File: src/rtl/merac_datapath.sv
// Execution datapath of the merac 8-bit CPU: sixteen-entry register file with two
// write ports and two combinational read ports feeding a combinational ALU.
module merac_datapath #(
  parameter int WIDTH_WORD = 8,
  parameter int WIDTH_SEG  = 4
) (
  input  logic                    clk,
  input  logic                    rst_n,
  input  logic                    we0,
  input  logic [WIDTH_SEG-1:0]    waddr0,
  input  logic [WIDTH_WORD-1:0]   wdata0,
  input  logic                    we1,
  input  logic [WIDTH_SEG-1:0]    waddr1,
  input  logic [WIDTH_WORD-1:0]   wdata1,
  input  logic [WIDTH_SEG-1:0]    raddr0,
  output logic [WIDTH_WORD-1:0]   rdata0,
  input  logic [WIDTH_SEG-1:0]    raddr1,
  output logic [WIDTH_WORD-1:0]   rdata1,
  output logic [2*WIDTH_WORD-1:0] rpair,
  input  logic                    alu_en,
  input  logic [2:0]              alu_func,
  output logic [WIDTH_WORD-1:0]   alu_result,
  output logic                    alu_carry
);

  localparam int NUM_REGS = 2 ** WIDTH_SEG;

  logic [WIDTH_WORD-1:0] regs_q [NUM_REGS];
  logic [WIDTH_WORD-1:0] regs_d [NUM_REGS];
  logic [WIDTH_WORD:0]   sum_s;
  logic [WIDTH_WORD:0]   diff_s;

  // Next register-file contents; port 1 is applied last so it wins a same-index collision.
  always_comb begin
    regs_d = regs_q;
    if (we0) begin
      regs_d[waddr0] = wdata0;
    end else begin
      regs_d[waddr0] = regs_q[waddr0];
    end
    if (we1) begin
      regs_d[waddr1] = wdata1;
    end else begin
      regs_d[waddr1] = regs_d[waddr1];
    end
  end

  // Register storage with synchronous active-low clear that overrides writes.
  always_ff @(posedge clk) begin
    if (!rst_n) begin
      for (int i = 0; i < NUM_REGS; i++) begin
        regs_q[i] <= '0;
      end
    end else begin
      regs_q <= regs_d;
    end
  end

  assign rdata0 = regs_q[raddr0];
  assign rdata1 = regs_q[raddr1];
  assign rpair  = {rdata1, rdata0};

  assign sum_s  = {1'b0, rdata0} + {1'b0, rdata1};
  // The extra MSB of a zero-extended subtraction is exactly the borrow (A < B).
  assign diff_s = {1'b0, rdata0} - {1'b0, rdata1};

  // ALU function decode; reserved codes and alu_en=0 produce zero with no carry.
  always_comb begin
    alu_result = '0;
    alu_carry  = 1'b0;
    if (alu_en) begin
      case (alu_func)
        3'b000: begin
          alu_result = sum_s[WIDTH_WORD-1:0];
          alu_carry  = sum_s[WIDTH_WORD];
        end
        3'b001: begin
          alu_result = diff_s[WIDTH_WORD-1:0];
          alu_carry  = diff_s[WIDTH_WORD];
        end
        3'b010: alu_result = rdata0 | rdata1;
        3'b011: alu_result = ~rdata0;
        3'b100: alu_result = rdata0;
        default: begin
          alu_result = '0;
          alu_carry  = 1'b0;
        end
      endcase
    end else begin
      alu_result = '0;
      alu_carry  = 1'b0;
    end
  end

endmodule

File: config.mk
export PLATFORM = sky130hd
export DESIGN_NAME = merac_datapath
export DESIGN_NICKNAME = d
export VERILOG_FILES = /design/src/rtl/merac_datapath.sv
export SDC_FILE = /design/constraint.sdc
export NUM_CORES = 1
export LEC_CHECK = 0
export CELL_PAD_IN_SITES_DETAIL_PLACEMENT = 1
export CELL_PAD_IN_SITES_GLOBAL_PLACEMENT = 1
export CORE_ASPECT_RATIO = 0.6
export CORE_UTILIZATION = 30
export DETAILED_ROUTE_END_ITERATION = 12
export PLACE_DENSITY_LB_ADDON = 0.1
export SETUP_SLACK_MARGIN = 0.2
export SLEW_MARGIN = 25
export SYNTH_ARGS = -nofsm -noshare
export SYNTH_HDL_FRONTEND = slang
export SYNTH_SLANG_ARGS = --single-unit
export TNS_END_PERCENT = 30
File: constraint.sdc
create_clock -name clk -period 16.41 [get_ports clk]
set_clock_uncertainty 0.15 [all_clocks]
set_input_delay 3.282 -clock clk [delete_from_list [all_inputs] [get_ports clk]]
set_output_delay 3.282 -clock clk [all_outputs]
set_load 0.05 [all_outputs]
== Word level (Yosys, flattened, before mapping) ==
Cells that the tools add are included.

* Output and inout bits: 41
* Bits of input ports: 40
* Word-level logic and storage cells: 63
* Flip-flop bits (word level): 128

* Mux-type cells: 26
* $lt $le $gt $ge: 6
* $add $sub $neg: 2
* Bitwise operators: 6
* Equality and inequality tests: 4
* Reductions and logical operators: 3

{| class="wikitable"
|+ Operators with widths
! operator !! count
|-
| bitwise mux 128 bit || 4
|-
| two-way mux 128 bit || 2
|-
| binary-select mux 8 bit (select 4 bit) || 4
|-
| two-way mux 8 bit || 11
|-
| demux 8 bit (select 4 bit) || 2
|-
| case mux 8 bit (5 select lines) || 1
|-
| greater-or-equal comparator 5 bit, second input constant || 4
|-
| inverter 4 -> 5 bit || 4
|-
| less-than comparator 5 x 1 -> 1 bit, second input constant || 2
|-
| adder 8 x 8 -> 9 bit || 1
|-
| subtractor 8 x 8 -> 9 bit || 1
|-
| inverter 8 bit || 1
|-
| OR 8 bit || 1
|-
| == test 3 x 2 -> 1 bit, second input constant || 2
|-
| == test 3 x 1 -> 1 bit, second input constant || 1
|-
| == test 3 bit, second input constant || 1
|-
| zero test 3 bit || 1
|-
| logical AND 1 bit || 2
|-
| case mux 1 bit (2 select lines) || 1
|-
| two-way mux 1 bit || 1
|}

== Logic depth before layout (Yosys ltp) ==
Gate-level depths: netlist of the first run.

* Depth after elaboration: 12
* Depth in mapped cells: 16
* Mapped depth without buffers: 14

== Least setup slack after synthesis of the first run ==
No wires, ideal clock.

* Path type: input port to output port
* Start point: in raddr1[0]
* End point: out alu_result[6]
* Stages on the path: 14
* Path buffers: 2
* Data required time: 12.978 ns
* Arrival: 7.949 ns
* Setup slack: 5.029 ns
* Cells stage by stage: clkbuf_1 buf_1 mux4_2 mux4_2 ha_1 fa_1 a21oi_1 o21bai_1 a21o_1 a21o_1 nor2_1 o21a_1 o311ai_0 a21boi_0

* Longest elaborated chain between the ends: 7
* Elaborated cells between the ends (all ways): 9
* Those cells by class: 2 x add/sub; 5 x mux; 2 x bitwise

{| class="wikitable"
|+ RTL lines
! item !! line !! RTL
|-
| start, declared || 17 || <nowiki>input logic [WIDTH_SEG-1:0] raddr1,</nowiki>
|-
| inverter 4 -> 5 bit (not written as such) (*) || 60 || <nowiki>assign rdata1 = regs_q[raddr1];</nowiki>
|-
| binary-select mux 8 bit (select 4 bit) (*) || 60 ||
|-
| two-way mux 8 bit (not written as such) (*) (2 in a row) || 60 ||
|-
| via rdata1[0] || 18 || <nowiki>output logic [WIDTH_WORD-1:0] rdata1,</nowiki>
|-
| subtractor 8 x 8 -> 9 bit or adder 8 x 8 -> 9 bit (tied branches) || 65, 63 ||
|-
| case mux 8 bit (5 select lines) (*) || 72 || <nowiki>case (alu_func)</nowiki>
|-
| two-way mux 8 bit (*) || 71 || <nowiki>if (alu_en) begin</nowiki>
|-
| end, declared || 22 || <nowiki>output logic [WIDTH_WORD-1:0] alu_result,</nowiki>
|}

Mark *: on every way through the listed nets, which the timed path passes. The rest lies on a longest branch. The select of a mux whose other input is x is not followed.

== Final worst setup path of the first run ==
* Start point: in raddr0[0]
* End point: out alu_result[6]

* Longest elaborated chain between the ends: 7
* Elaborated cells between the ends (all ways): 10
* Those cells by class: 2 x add/sub; 5 x mux; 3 x bitwise

{| class="wikitable"
|+ RTL lines
! item !! line !! RTL
|-
| start, declared || 15 || <nowiki>input logic [WIDTH_SEG-1:0] raddr0,</nowiki>
|-
| inverter 4 -> 5 bit (not written as such) (*) || 59 || <nowiki>assign rdata0 = regs_q[raddr0];</nowiki>
|-
| binary-select mux 8 bit (select 4 bit) (*) || 59 ||
|-
| two-way mux 8 bit (not written as such) (*) (2 in a row) || 59 ||
|-
| subtractor 8 x 8 -> 9 bit, or another cell as far along || 65 || <nowiki>assign diff_s = {1'b0, rdata0} - {1'b0, rdata1};</nowiki>
|-
| case mux 8 bit (5 select lines) (*) || 72 ||
|-
| two-way mux 8 bit (*) || 71 ||
|}

Mark *: on every way between the ends. The rest lies on a longest branch, timed or not. The select of a mux whose other input is x is not followed.

==> reports/results.ini, run 1 <==
[synth]
synth_edf_count = 0
synth_area_leaders = dfxtp_1 (21%), mux4_2 (17%), o21ai_0 (5.9%)
syn_area_per_cell_um2 = 8.35
synthFlopType = dfxtp_1
synthesis.nets = 1549
seq_area_frac_synth_pct = 20.7
synth_area_leader_cell = dfxtp_1
ys_async_sr_fraction_pct = 0
yosys_warnings = 0
synth_seq_cells = 128
synth_top_area_share_pct = 20.7
yosysUniqueCellTypes = 82
syn_inst = 1482
syn-cell-area_um2 = 12400

[sta]
fin_crit_sh_pct = 70.3
rsz0062_at_grt = no
slew_headroom_pct = 26.1
tns_ns = 0
maxSlewViolCount = 0
hold_viol = 0
setup_viol = 0
fmax_mhz = 86.7
period_needed_ns = 11.54
worst_slew_pin_slew_ns = 1.11

[floorplanning]
start_util_pct = 30.5
core_um2 = 40600
die_height_um = 159
die_w_um = 264
row_count = 57
io_pins = 81
die-area_um2 = 42100

[power_and_ir_drop]
power.total_mw = 1.12
ir_worst_vdd_uv = 54.3
power_per_cell_area_nw_per_um2 = 79.5
p_leak_nw = 4.89

[cts]
cts_tree = done
worstSkewPairLatency_ns = 0.46
ctsHoldBuffers = 0
clock-sinks = 128
ctsHtreeMaxLevel = 4
cts_buffer_depth = 2
numCtsBuffers = 17
cts_resized = 0
clkTransAtPathRegs_ns = 0.06
cts_setup_buffers = 0
root_buffer = clkbuf_16

[route]
vias = 13300
via_per_inst = 6.60
wl_um = 63400
wl_per_cell_um = 31.4
drtIter0Drc = 1561
drc = 0
dr.pass1.iters = 5
drt.antenna.violating_nets = 0

[global_route]
grt_max_degree = 48
antenna_found_initial = 2
grt_pass1_vias = 12800
grt_pass1_wl_um = 91700
grt_use_total_pct = 29.9
grt_overflow = 0

[setup_path]
crit_fanout = 32
critPathKind = in2out
r2r_start = regs_q[85]
arrival_ns = 8.11
reg2reg_to = regs_q[29]
reg2reg_depth = 10
r2r_setup_slack_ns = 12.77
crit_path_end_kind = output pin
cp-start-kind = input pin
cp.required_ns = 12.98

[cells_and_area]
final_common_cell = nor2_1
nNetsFinal = 1543
fillers = 4748
reg_top3 = regs_q: 128 flops
layout_common_cells = nor2_1 (162), nand2_1 (144), o21ai_0 (144)
largest_register_ffs = 128
largest-register = regs_q
drive_gt1_share_pct = 15.2
area_delta_synth_final_pct = 13.2

[worst_hold_path]
min_path_type = reg2reg
whs_endpoint = regs_q[43]
hold_depth = 2
hp-start = regs_q[43]

[flow_run]
drv_cap = 0

[place]
routabilityCongestion = 0.919
post-dp-hpwl_um = 48000
port_buffers = 80

[status]
status = finished clean

-- final cells by class --
class / instances / area [um2] / share of cell area, %
timing repair buffer: 120 / 1060 / 7.59
inverter: 27 / 101 / 0.723
antenna: 1 / 2.50 / 0.0178
multi-input combinational: 1182 / 9000 / 64.2
sequential: 128 / 2560 / 18.3
tap: 531 / 664 / 4.74
clock buffer: 22 / 464 / 3.31
clock inverter: 10 / 159 / 1.13
-- where the power goes --
group	switching, mW	leakage, nW	total, mW	internal, mW
Combinational	0.213	3.55	0.331	0.118
Clock	0.172	0.300	0.434	0.262
Sequential	0.0248	1.04	0.350	0.325
Total	0.411	4.89	1.12	0.705
-- worst max-delay path by stage --
stage,from,end,slack (ns),cells after the start
2_1_floorplan,raddr1[0],alu_result[6],5.03,14
3_3_place_gp,raddr0[0],alu_result[6],4.97,17
3_5_place_dp,raddr0[0],alu_result[6],4.92,17
4_1_cts,raddr0[0],alu_result[6],4.89,17
5_1_grt,raddr0[0],alu_result[6],4.61,17
6_report,raddr0[0],alu_result[6],4.87,17
-- layer usage --
metal / track usage [%] / vias to the layer above / part of all wire, % / routed length [um]
met2: 41.4 / 795 / 41 / 25800
met1: 46.7 / 6835 / 49 / 30800
met4: 6.61 / 0 / 1.3 / 840
met5: 0 / - / 0 / 0
met3: 5.69 / 62 / 9.4 / 5960
li1: - / 5656 / - / -
-- synth_stat cells (all sizes together) (6+ instances only) --
cell,instances
o41ai,7
nand2b,12
a21o,14
or2,9
nand3,9
o21ai,156
mux4,92
a221oi,26
mux2,7
nor2b,18
inv,26
nor2,165
nor3,25
and2,12
buf,76
mux2i,62
nor3b,7
o311ai,7
a22oi,14
a211oi,23
ha,25
o31a,7
a21oi,118
a211o,6
clkbuf,69
o31ai,8
dfxtp,128
o22ai,27
nand2,144
o211ai,35
nor4,13
a32oi,10
o32ai,12
a22o,18
o21a,12
-- kinds of logic (layout without fill, tap and decap cells) --
family          after synthesis  after routing  share of synthesized area [%]
flops                       128            128                           20.7
simple gates                447            447                           16.9
mux                         161            161                           22.4
compound gates              542            542                           29.6
other cells                   0              1                              0
buf+inv                     172            179                           7.23
xor+xnor                      5              5                          0.354
fa+ha+maj                    27             27                           2.85
-- per-stage QoR --
step | cells | utilization (%) | setup slack [ns] | hold slack (ns) | area (um2)
2_1_floorplan | 1482 | - | 5.03 | 0.379 | 12400
3_3_place_gp | 1988 | 32.9 | 4.97 | 0.427 | 13400
3_5_place_dp | 1988 | 33.0 | 4.92 | 0.439 | 13400
4_1_cts | 2020 | 34.5 | 4.89 | 0.450 | 14000
5_1_grt | 2021 | 34.6 | 4.61 | 0.468 | 14000
6_report | 2021 | 34.6 | 4.87 | 0.454 | 14000
-- critical path, cell delays in order --
cell and delay [ns]:
buf_2 0.07, buf_4 0.50, mux4_2 0.60, mux4_2 0.57, inv_1 0.14, ha_1 0.16, inv_1 0.06, fa_1 0.40
nor2b_1 0.15, o21ai_0 0.33, a21oi_1 0.14, o21bai_1 0.17, a21boi_0 0.14, nor3_1 0.18, o311ai_0 0.15, a21boi_0 0.20
clkdlybuf4s50_1 0.83
(Power assumes the default switching activity.)
==> run 2: changes to the inputs <==
==> constraint.sdc (replaced) <==
create_clock -name clk -period 10.35 [get_ports clk]
set_clock_uncertainty 0.15 [all_clocks]
set_input_delay 2.07 -clock clk [delete_from_list [all_inputs] [get_ports clk]]
set_output_delay 2.07 -clock clk [all_outputs]
set_load 0.05 [all_outputs]
==> run 2 against run 1 <==
Effect of this change: non-clock buffer count up 1; first-iteration DRC count rose by 3.3%; sequential share of layout area barely moved; global-route usage rose by 0.44 points; sequential power increased by 59%; critical path depth is 2 lower; flip-flop and latch count did not move; largest cell class unchanged; routed wire length rose by 0.96%; combinational power increased by 59%; via count shrank 0.81%; worst setup slack lost 3.4 ns; die area is the same.
==> reports/results.ini, run 2 (synthesis results as in run 1) <==
[power_and_ir_drop]
switching_share_pct = 36.7
ir_worst_vdd_uv = 63.7
pwr-share-seq_pct = 31.5
p_switching_mw = 0.647
clock_power_share_pct = 38.6
power_frac_comb_pct = 29.9
p_int_mw = 1.12
p_leak_nw = 4.89
power.total_mw = 1.76
power_per_cell_area_nw_per_um2 = 126

[route]
drtIter0Drc = 1612
dr.pass1.iters = 7
drt.antenna.violating_nets = 0
wl_per_cell_um = 31.7
drc = 0
via_per_inst = 6.55
vias = 13200
wl_um = 64000

[setup_path]
path_buf_inv = 4
crit_chain = buf_2, buf_4, mux4_2, mux4_2, inv_1, ha_1, a21oi_1, o21bai_1, a21o_1, a21o_1, nor2_1, o21a_1, o311ai_0, a21boi_0, clkdlybuf4s50_1
arrival_ns = 6.69
cp-start-kind = input pin
cpPeakStageDelay_ns = 0.84
cp.required_ns = 8.13
critPathKind = in2out
cp_top_family = buffers and inverters
critical-path-slowest-cell = clkdlybuf4s50_1
crit_path_end_kind = output pin
crit_fanout = 17

[flow_run]
drv_cap = 0

[cts]
cts_buffer_depth = 2
numCtsBuffers = 17
ctsHtreeMaxLevel = 4
cts_tree = done
worstSkewPairLatency_ns = 0.45
root_buffer = clkbuf_16
cts_setup_buffers = 0
ctsHoldBuffers = 0
clkTransAtPathRegs_ns = 0.06
cts_resized = 0
clock-sinks = 128

[sta]
setup_ws_ns = 1.44
fin_hold_ws_ns = 0.459
fmax_mhz = 112
hold_viol = 0
fin_crit_sh_pct = 86.1
slew_headroom_pct = 26.0
rsz0062_at_grt = no
setup_viol = 0
period_needed_ns = 8.91
worst_slew_pin_slew_ns = 1.11
maxSlewViolCount = 0
tns_ns = 0

[cells_and_area]
final_common_cell = nor2_1
nNetsFinal = 1544
area_delta_synth_final_pct = 13.3
reg_top3 = regs_q: 128 flops
layout_common_cells = nor2_1 (164), nand2_1 (144), o21ai_0 (144)
drive_gt1_share_pct = 15.2
finalNonFillerCells = 2021
largest_register_ffs = 128
fillers = 4741
largest-register = regs_q

[global_route]
grt_max_degree = 48
antenna_found_initial = 1
grt_use_total_pct = 30.3
grt_overflow = 0
grt_pass1_vias = 12900
grt_pass1_wl_um = 93100

[floorplanning]
die_w_um = 264
start_util_pct = 30.5
row_count = 57
core_um2 = 40600
die-area_um2 = 42100
die_height_um = 159
io_pins = 81

[place]
post-dp-hpwl_um = 48900
port_buffers = 80
pre_cts_slack_ns = 1.44
routabilityCongestion = 0.953
place_inst = 1989

[status]
status = finished clean

[worst_hold_path]
min_path_type = reg2reg

## run 2: cell count changes in the layout (fill, tap and decap cells not counted), sizes merged
cell	before	now
clkinvlp	2	3
buf	48	49
clkbuf	22	20
## run 2: stage by stage
step / utilization (%) / cell area, um2
after floorplan: - / 12400
after global placement: 32.9 / 13400
after detailed placement: 33.0 / 13400
after CTS: 34.5 / 14000
after global routing: 34.6 / 14000
final: 34.6 / 14000
## run 2: layout make-up
class	instances	area (um2)	area share, %
Multi-Input combinational cell	1182	9000	64.2
Sequential cell	128	2560	18.3
Timing Repair Buffer	121	1070	7.66
Tap cell	531	664	4.74
Clock buffer	20	457	3.26
Clock inverter	11	163	1.16
Inverter	27	101	0.722
Antenna cell	1	2.50	0.0178
## run 2: power groups by stage
stage / clock network (mW) / registers [mW] / logic, mW
3_3_place_gp: 0 / 0.564 / 0.508
3_5_place_dp: 0 / 0.564 / 0.514
6_report: 0.680 / 0.556 / 0.527
5_1_grt: 0.708 / 0.557 / 0.558
4_1_cts: 0.683 / 0.554 / 0.517
2_1_floorplan: 0 / 0.544 / 0.355
## run 2: worst min-delay path, delay by kind of cell (launching register included)
kind / cells / cell delay, ns
flops: 1 / 0.36
simple gates: 1 / 0.12
compound gates: 1 / 0.08
## run 2: worst paths after layout
kind | startpoint | to | slack, ns | cells past startpoint
setup reg to reg | regs_q[94] | regs_q[6] | 6.86 | 10
setup / recovery | raddr1[0] | alu_result[6] | 1.44 | 15
hold reg to reg | regs_q[43] | regs_q[43] | 0.46 | 2
hold / removal | regs_q[43] | regs_q[43] | 0.46 | 2
## run 2: layer usage
layer	vias up	routed length, um	GRT usage [%]
met2	655	26100	42.3
met5	-	0	0
met1	6862	30800	45.7
met4	0	702	5.34
met3	45	6400	8.80
li1	5678	-	-
